==> src/rtl/id_pkg.sv <==
// Shared constants for the decode stage: control-vector bit positions,
// default widths and the control value inserted for a pipeline bubble.
package id_pkg;

    // Default datapath geometry
    localparam int XLEN_DEF   = 32;
    localparam int NREG_DEF   = 32;
    localparam int IMM_W_DEF  = 16;
    localparam int CTRL_W_DEF = 9;

    // Bit positions inside the control vector produced by main control
    localparam int REGDST   = 0;
    localparam int ALUOP0   = 1;
    localparam int ALUOP1   = 2;
    localparam int ALUSRC   = 3;
    localparam int BRANCH   = 4;
    localparam int MEMREAD  = 5;
    localparam int MEMWRITE = 6;
    localparam int REGWRITE = 7;
    localparam int MEMTOREG = 8;

    // Control vector of a bubble: no side effects anywhere downstream
    localparam logic [CTRL_W_DEF-1:0] BUBBLE_CTRL = '0;

    // What the ID/EX register does on the next edge
    typedef enum logic [0:0] {
        IDEX_BUBBLE = 1'b0,
        IDEX_LOAD   = 1'b1
    } idex_op_e;

endpackage

==> src/rtl/regfile_bypass.sv <==
// Register file with two combinational read ports, one write port and a
// same-cycle write-to-read bypass. Entry 0 and indices >= NREG read as zero.
module regfile_bypass #(
    parameter  int XLEN = 32,
    parameter  int NREG = 32,
    localparam int AW   = (NREG > 1) ? $clog2(NREG) : 1
) (
    input  logic            i_clk,
    input  logic            i_rst_n,
    input  logic            i_we,
    input  logic [AW-1:0]   i_waddr,
    input  logic [XLEN-1:0] i_wdata,
    input  logic [AW-1:0]   i_raddr1,
    input  logic [AW-1:0]   i_raddr2,
    output logic [XLEN-1:0] o_rdata1,
    output logic [XLEN-1:0] o_rdata2
);

    localparam logic [AW:0] NREG_W = (AW+1)'(NREG);

    logic [XLEN-1:0] mem_q [NREG];
    logic [XLEN-1:0] mem_d [NREG];

    logic            ok1_s, ok2_s, okw_s;
    logic            hit1_s, hit2_s;
    logic [XLEN-1:0] raw1_s, raw2_s;

    // Index 0 and out-of-range indices never hold data
    assign ok1_s = (i_raddr1 != {AW{1'b0}}) && ({1'b0, i_raddr1} < NREG_W);
    assign ok2_s = (i_raddr2 != {AW{1'b0}}) && ({1'b0, i_raddr2} < NREG_W);
    assign okw_s = (i_waddr  != {AW{1'b0}}) && ({1'b0, i_waddr}  < NREG_W);

    assign hit1_s = i_we && okw_s && (i_waddr == i_raddr1);
    assign hit2_s = i_we && okw_s && (i_waddr == i_raddr2);

    // Next-state of the array: only the addressed, legal entry changes
    always_comb begin
        mem_d[0] = '0;
        for (int i = 1; i < NREG; i++) begin
            mem_d[i] = (i_we && (i_waddr == AW'(i))) ? i_wdata : mem_q[i];
        end
    end

    // Storage update with synchronous clear
    always_ff @(posedge i_clk) begin
        if (!i_rst_n) begin
            for (int i = 0; i < NREG; i++) begin
                mem_q[i] <= '0;
            end
        end else begin
            for (int i = 0; i < NREG; i++) begin
                mem_q[i] <= mem_d[i];
            end
        end
    end

    // Read port 1: bypass the in-flight write, otherwise the stored value
    always_comb begin
        raw1_s = '0;
        if (ok1_s) begin
            raw1_s = mem_q[i_raddr1];
        end else begin
            raw1_s = '0;
        end
        if (hit1_s) begin
            o_rdata1 = i_wdata;
        end else begin
            o_rdata1 = raw1_s;
        end
    end

    // Read port 2: same structure as port 1
    always_comb begin
        raw2_s = '0;
        if (ok2_s) begin
            raw2_s = mem_q[i_raddr2];
        end else begin
            raw2_s = '0;
        end
        if (hit2_s) begin
            o_rdata2 = i_wdata;
        end else begin
            o_rdata2 = raw2_s;
        end
    end

endmodule

==> src/rtl/id_stage_hz.sv <==
// Instruction-decode stage: register read with bypass, immediate
// extension, load-use hazard detection and the ID/EX pipeline register.
module id_stage_hz
    import id_pkg::*;
#(
    parameter  int XLEN        = XLEN_DEF,
    parameter  int NREG        = NREG_DEF,
    parameter  int IMM_W       = IMM_W_DEF,
    parameter  int CTRL_W      = CTRL_W_DEF,
    parameter  int MEMREAD_BIT = MEMREAD,
    localparam int AW          = (NREG > 1) ? $clog2(NREG) : 1
) (
    input  logic              i_clk,
    input  logic              i_rst_n,
    input  logic              i_valid,
    input  logic [XLEN-1:0]   i_pc,
    input  logic [AW-1:0]     i_rs,
    input  logic [AW-1:0]     i_rt,
    input  logic [AW-1:0]     i_rd,
    input  logic [IMM_W-1:0]  i_imm,
    input  logic              i_imm_zext,
    input  logic [CTRL_W-1:0] i_ctrl,
    input  logic              i_flush,
    input  logic              i_reg_write,
    input  logic [AW-1:0]     i_write_reg,
    input  logic [XLEN-1:0]   i_write_data,
    output logic              o_valid,
    output logic [XLEN-1:0]   o_pc,
    output logic [XLEN-1:0]   o_read_data1,
    output logic [XLEN-1:0]   o_read_data2,
    output logic [XLEN-1:0]   o_imm,
    output logic [AW-1:0]     o_sor_reg,
    output logic [AW-1:0]     o_tar_reg,
    output logic [AW-1:0]     o_des_reg,
    output logic [CTRL_W-1:0] o_ctrl,
    output logic              o_stall
);

    // ID/EX register state and its next-state
    logic              valid_q, valid_d;
    logic [XLEN-1:0]   pc_q,    pc_d;
    logic [XLEN-1:0]   rd1_q,   rd1_d;
    logic [XLEN-1:0]   rd2_q,   rd2_d;
    logic [XLEN-1:0]   imm_q,   imm_d;
    logic [AW-1:0]     sor_q,   sor_d;
    logic [AW-1:0]     tar_q,   tar_d;
    logic [AW-1:0]     des_q,   des_d;
    logic [CTRL_W-1:0] ctrl_q,  ctrl_d;

    logic [XLEN-1:0]   rdata1_s, rdata2_s;
    logic [XLEN-1:0]   imm_ext_s;
    logic              stall_s;
    idex_op_e          op_s;

    regfile_bypass #(
        .XLEN (XLEN),
        .NREG (NREG)
    ) u_rf (
        .i_clk    (i_clk),
        .i_rst_n  (i_rst_n),
        .i_we     (i_reg_write),
        .i_waddr  (i_write_reg),
        .i_wdata  (i_write_data),
        .i_raddr1 (i_rs),
        .i_raddr2 (i_rt),
        .o_rdata1 (rdata1_s),
        .o_rdata2 (rdata2_s)
    );

    // Load in EX whose target feeds either source of the instruction in ID.
    // Both sources are compared even if the instruction only uses one.
    always_comb begin
        stall_s = 1'b0;
        if (i_valid && valid_q && ctrl_q[MEMREAD_BIT] && (tar_q != {AW{1'b0}}) &&
            ((tar_q == i_rs) || (tar_q == i_rt))) begin
            stall_s = 1'b1;
        end else begin
            stall_s = 1'b0;
        end
    end

    // Sign- or zero-extend the raw immediate to the datapath width
    always_comb begin
        imm_ext_s = '0;
        if (i_imm_zext) begin
            imm_ext_s = {{(XLEN-IMM_W){1'b0}}, i_imm};
        end else begin
            imm_ext_s = {{(XLEN-IMM_W){i_imm[IMM_W-1]}}, i_imm};
        end
    end

    // ID/EX next-state: a bubble kills valid and control, data still loads
    always_comb begin
        op_s    = IDEX_LOAD;
        valid_d = 1'b0;
        ctrl_d  = '0;
        pc_d    = i_pc;
        rd1_d   = rdata1_s;
        rd2_d   = rdata2_s;
        imm_d   = imm_ext_s;
        sor_d   = i_rs;
        tar_d   = i_rt;
        des_d   = i_rd;
        if (i_flush || stall_s || !i_valid) begin
            op_s = IDEX_BUBBLE;
        end else begin
            op_s = IDEX_LOAD;
        end
        case (op_s)
            IDEX_LOAD: begin
                valid_d = 1'b1;
                ctrl_d  = i_ctrl;
            end
            IDEX_BUBBLE: begin
                valid_d = 1'b0;
                ctrl_d  = CTRL_W'(BUBBLE_CTRL);
            end
            default: begin
                valid_d = 1'b0;
                ctrl_d  = CTRL_W'(BUBBLE_CTRL);
            end
        endcase
    end

    // ID/EX register with synchronous clear
    always_ff @(posedge i_clk) begin
        if (!i_rst_n) begin
            valid_q <= 1'b0;
            pc_q    <= '0;
            rd1_q   <= '0;
            rd2_q   <= '0;
            imm_q   <= '0;
            sor_q   <= '0;
            tar_q   <= '0;
            des_q   <= '0;
            ctrl_q  <= '0;
        end else begin
            valid_q <= valid_d;
            pc_q    <= pc_d;
            rd1_q   <= rd1_d;
            rd2_q   <= rd2_d;
            imm_q   <= imm_d;
            sor_q   <= sor_d;
            tar_q   <= tar_d;
            des_q   <= des_d;
            ctrl_q  <= ctrl_d;
        end
    end

    assign o_valid      = valid_q;
    assign o_pc         = pc_q;
    assign o_read_data1 = rd1_q;
    assign o_read_data2 = rd2_q;
    assign o_imm        = imm_q;
    assign o_sor_reg    = sor_q;
    assign o_tar_reg    = tar_q;
    assign o_des_reg    = des_q;
    assign o_ctrl       = ctrl_q;
    assign o_stall      = stall_s;

endmodule
==> config.mk <==
export PLATFORM = sky130hd
export DESIGN_NAME = id_stage_hz
export DESIGN_NICKNAME = d
export VERILOG_FILES = /design/src/rtl/id_pkg.sv /design/src/rtl/regfile_bypass.sv /design/src/rtl/id_stage_hz.sv
export SDC_FILE = /design/constraint.sdc
export NUM_CORES = 2
export LEC_CHECK = 0
export BUFFER_PORTS_ARGS = -buffer_cell sky130_fd_sc_hd__buf_2
export CAP_MARGIN = 10
export CORE_ASPECT_RATIO = 2
export CORE_MARGIN = 2
export CORE_UTILIZATION = 60
export CTS_CLUSTER_DIAMETER = 80
export DETAILED_ROUTE_END_ITERATION = 16
export HOLD_SLACK_MARGIN = 0.08
export PLACE_DENSITY = 0.87
export SLEW_MARGIN = 20
export SYNTH_ARGS = -nofsm -noshare
export SYNTH_HDL_FRONTEND = slang
export SYNTH_HIERARCHICAL = 1
export SYNTH_SLANG_ARGS = --single-unit
==> constraint.sdc <==
create_clock -name i_clk -period 8.2 [get_ports i_clk]
set_clock_uncertainty 0.2 [all_clocks]
set_input_delay 0.82 -clock i_clk [delete_from_list [all_inputs] [get_ports i_clk]]
set_output_delay 0.82 -clock i_clk [all_outputs]
set_load 0.02 [all_outputs]
==> results.yml <==
routing:
  drtAntennaViolNets: 0
  routed_wl_um: 180400
  remaining_drc_errors: 0
  drt_iter0_markers: 6370
  vias: 37760
  drt_first_pass_iters: 7
  wl_per_cell_um: 35.87
  routed_via_density: 7.506
floorplanning:
  row_count: 155
  core_area_mm2: 0.08902
  die_x_um: 215.8
  ioPinCount: 269
  die_h_um: 427.7
  start_util: 0.6050
  die-area_mm2: 0.09232
synthesis:
  seq_area_frac_synth: 0.6044
  ys_types: 57
  synth_area_mm2: 0.05386
  ys_ff_latch: 1130
  synth_ff_type: "edfxtp_1"
  ys_warn_count: 6
  synth_edf_count: 992
  synthCells: 3628
  async_flop_share: 0
  avgSynthCellArea_um2: 14.84
  syn-num-nets: 3743
layout:
  fill_cells: 5553
  largest_reg_flops: 992
  synthToLayoutAreaGrowth_pct: 10.45
  layout.nets: 3880
  layout_commonest_cell: "edfxtp_1"
  post-route-util: 0.6682
  final_cell_mix: "edfxtp_1 (992), nor2_1 (582), mux4_2 (334), buf_2 (260), mux2i_1 (226)"
  drive_gt1_frac: 0.2726
  regMostFlops: "u_rf/mem_q"
sta:
  holdWs_ps: 78.47
  setup_ws_ps: 4041
  hold_violations: 0
  fin_tns_setup_ps: 0
  setup_viol: 0
  fin_crit_ps: 4159
  slew_viol_final: 0
  period_share: 0.5072
  worst_pin_slew_ps: 1182
  slew-limit-headroom: 0.2101
  max_freq_mhz: 240.4
  rsz0062_at_grt: "false"
critical_path:
  timing_worst_setup_path_type: "input pin to output port"
  cp_cell_sequence: "buf_8, buf_12, xnor2_1, nand3_1, o22ai_2, buf_4, and2_1, buf_2"
  slowest_delay_ps: 690
  arrival_ps: 3140
  path_max_fanout: 103
  required_ps: 7180
  critPathCaptureType: "output port"
  cp_slowest_cell: "buf_8"
  worst_setup_path_start_kind: "input pin"
clock_tree:
  postCtsHoldBufs: 2
  clock_path_buffers: 3
  cts_resized: 0
  cts_buffers: 91
  cts_setup_buffers: 0
  clkTransAtPathRegs_ps: 70
  cts_root_buffer: "clkbuf_16"
  clkSinkCount: 1130
  insertion_delay_ps: 750
  cts_tree: "built"
  htree_levels: 3
global_routing:
  antenna_found_initial: 14
  grt_pass1_vias: 38610
  grt_max_degree: 137
  grt_overflow: 0
  grt_usage: 0.3896
  grt_pass1_wl_um: 255600
pwr:
  internal-power_w: 0.009965
  switchingPower_w: 0.003415
  leakage_nw: 21.00
  p_seq_frac: 0.517
  ir_drop_mv: 0.2066
  p_total_w: 0.01338
  pwr-share-clk: 0.353
  p_per_area_mw_per_mm2: 224.9
  switching_share: 0.2552
  combPwrFrac: 0.130
placed_design:
  gp_congestion: 0.9125
  place_hpwl_um: 107100
  port_buffers: 268
  dpl_worst_slack_ps: 3745
hold_path:
  hp-class: "input pin to flip-flop"
flow_run:
  maxCapViolations: 0
outcome:
  status: "completed"
## layout make-up
| cell class | count | area, um2 | area share |
|---|---|---|---|
| clock inverter | 51 | 581.8 | 0.009781 |
| tap | 1177 | 1473 | 0.02476 |
| antenna | 9 | 22.52 | 0.0003786 |
| multi-input combinational | 2126 | 19760 | 0.3322 |
| inverter | 33 | 123.9 | 0.002082 |
| clock buffer | 121 | 2606 | 0.04382 |
| sequential | 1130 | 32550 | 0.5472 |
| timing repair buffer | 383 | 2365 | 0.03976 |
## worst paths after layout
kind	cells past startpoint	start	to	slack (ps)
worst min-delay path	2	i_imm[4]	o_imm[4]	80
worst min register to register	4	u_rf/mem_q[2][4]	o_read_data2[4]	700
worst max-delay path	8	i_rt[1]	o_stall	4040
worst max register to register	5	u_rf/mem_q[8][19]	o_read_data1[19]	5870
## stage by stage
| stage | std cells | instance area (um2) |
|---|---|---|
| 6_report | 5030 | 59480 |
| 5_1_grt | 5025 | 59470 |
| 4_1_cts | 5014 | 59370 |
| 3_5_place_dp | 4840 | 56160 |
| 3_3_place_gp | 4840 | 56160 |
| 2_1_floorplan | 3628 | 53860 |
## routing by layer
layer | routed length [um] | share of wire | track usage | vias to the layer above
li1 | - | - | - | 14420
met1 | 49490 | 0.27 | 0.4197 | 18050
met2 | 82520 | 0.46 | 0.6125 | 3974
met3 | 28510 | 0.16 | 0.1306 | 1301
met4 | 19750 | 0.11 | 0.3471 | 12
met5 | 121 | 0.00067 | 0.004688 | -
## critical path: cells and delay by family
family / cells / cell delay (ps)
AOI/OAI and AO/OA: 1 / 120
buffers and inverters: 4 / 1690
xor gates and xnor gates: 1 / 190
and+or+nand+nor: 2 / 260
## power groups by stage
stage	logic (W)	clock network [W]	registers [W]
floorplan	0.00106	0	0.00699
global placement	0.00162	0	0.00698
detailed placement	0.00166	0	0.00702
CTS	0.00168	0.00470	0.00691
global route	0.00178	0.00491	0.00695
finish	0.00174	0.00472	0.00692
## cells in the mapped netlist, types with 19 or more instances
cell | count | area share
clkbuf_1 | 163 | 0.011
xnor2_1 | 20 | 0.0033
a21oi_1 | 25 | 0.0023
nor3_1 | 23 | 0.0021
mux2i_1 | 226 | 0.042
o2111ai_1 | 21 | 0.0034
buf_4 | 43 | 0.0060
buf_2 | 94 | 0.0087
a32o_1 | 27 | 0.0050
nor2_1 | 584 | 0.041
o22ai_1 | 71 | 0.0082
and2_1 | 134 | 0.016
nor2b_1 | 45 | 0.0052
a22oi_1 | 73 | 0.010
nand2_1 | 124 | 0.0086
a22o_1 | 35 | 0.0057
a221oi_1 | 56 | 0.0091
mux2_2 | 128 | 0.027
mux4_2 | 334 | 0.14
inv_1 | 33 | 0.0023
dfxtp_1 | 138 | 0.051
edfxtp_1 | 992 | 0.55
buf_1 | 22 | 0.0015
a211o_1 | 19 | 0.0031
## kinds of logic (layout without fill, tap and decap cells)
logic type             Yosys count  count (layout)  synth area share
multiplexers                   703             703            0.2158
AO/OA/AOI/OAI                  446             446           0.06505
XOR/XNOR                        20              20          0.003253
AND/OR/NAND/NOR                957             957           0.07804
other                            0               9                 0
buffers and inverters          372             588           0.03348
flip-flops                    1130            1130            0.6044
(Power assumes the default switching activity.)
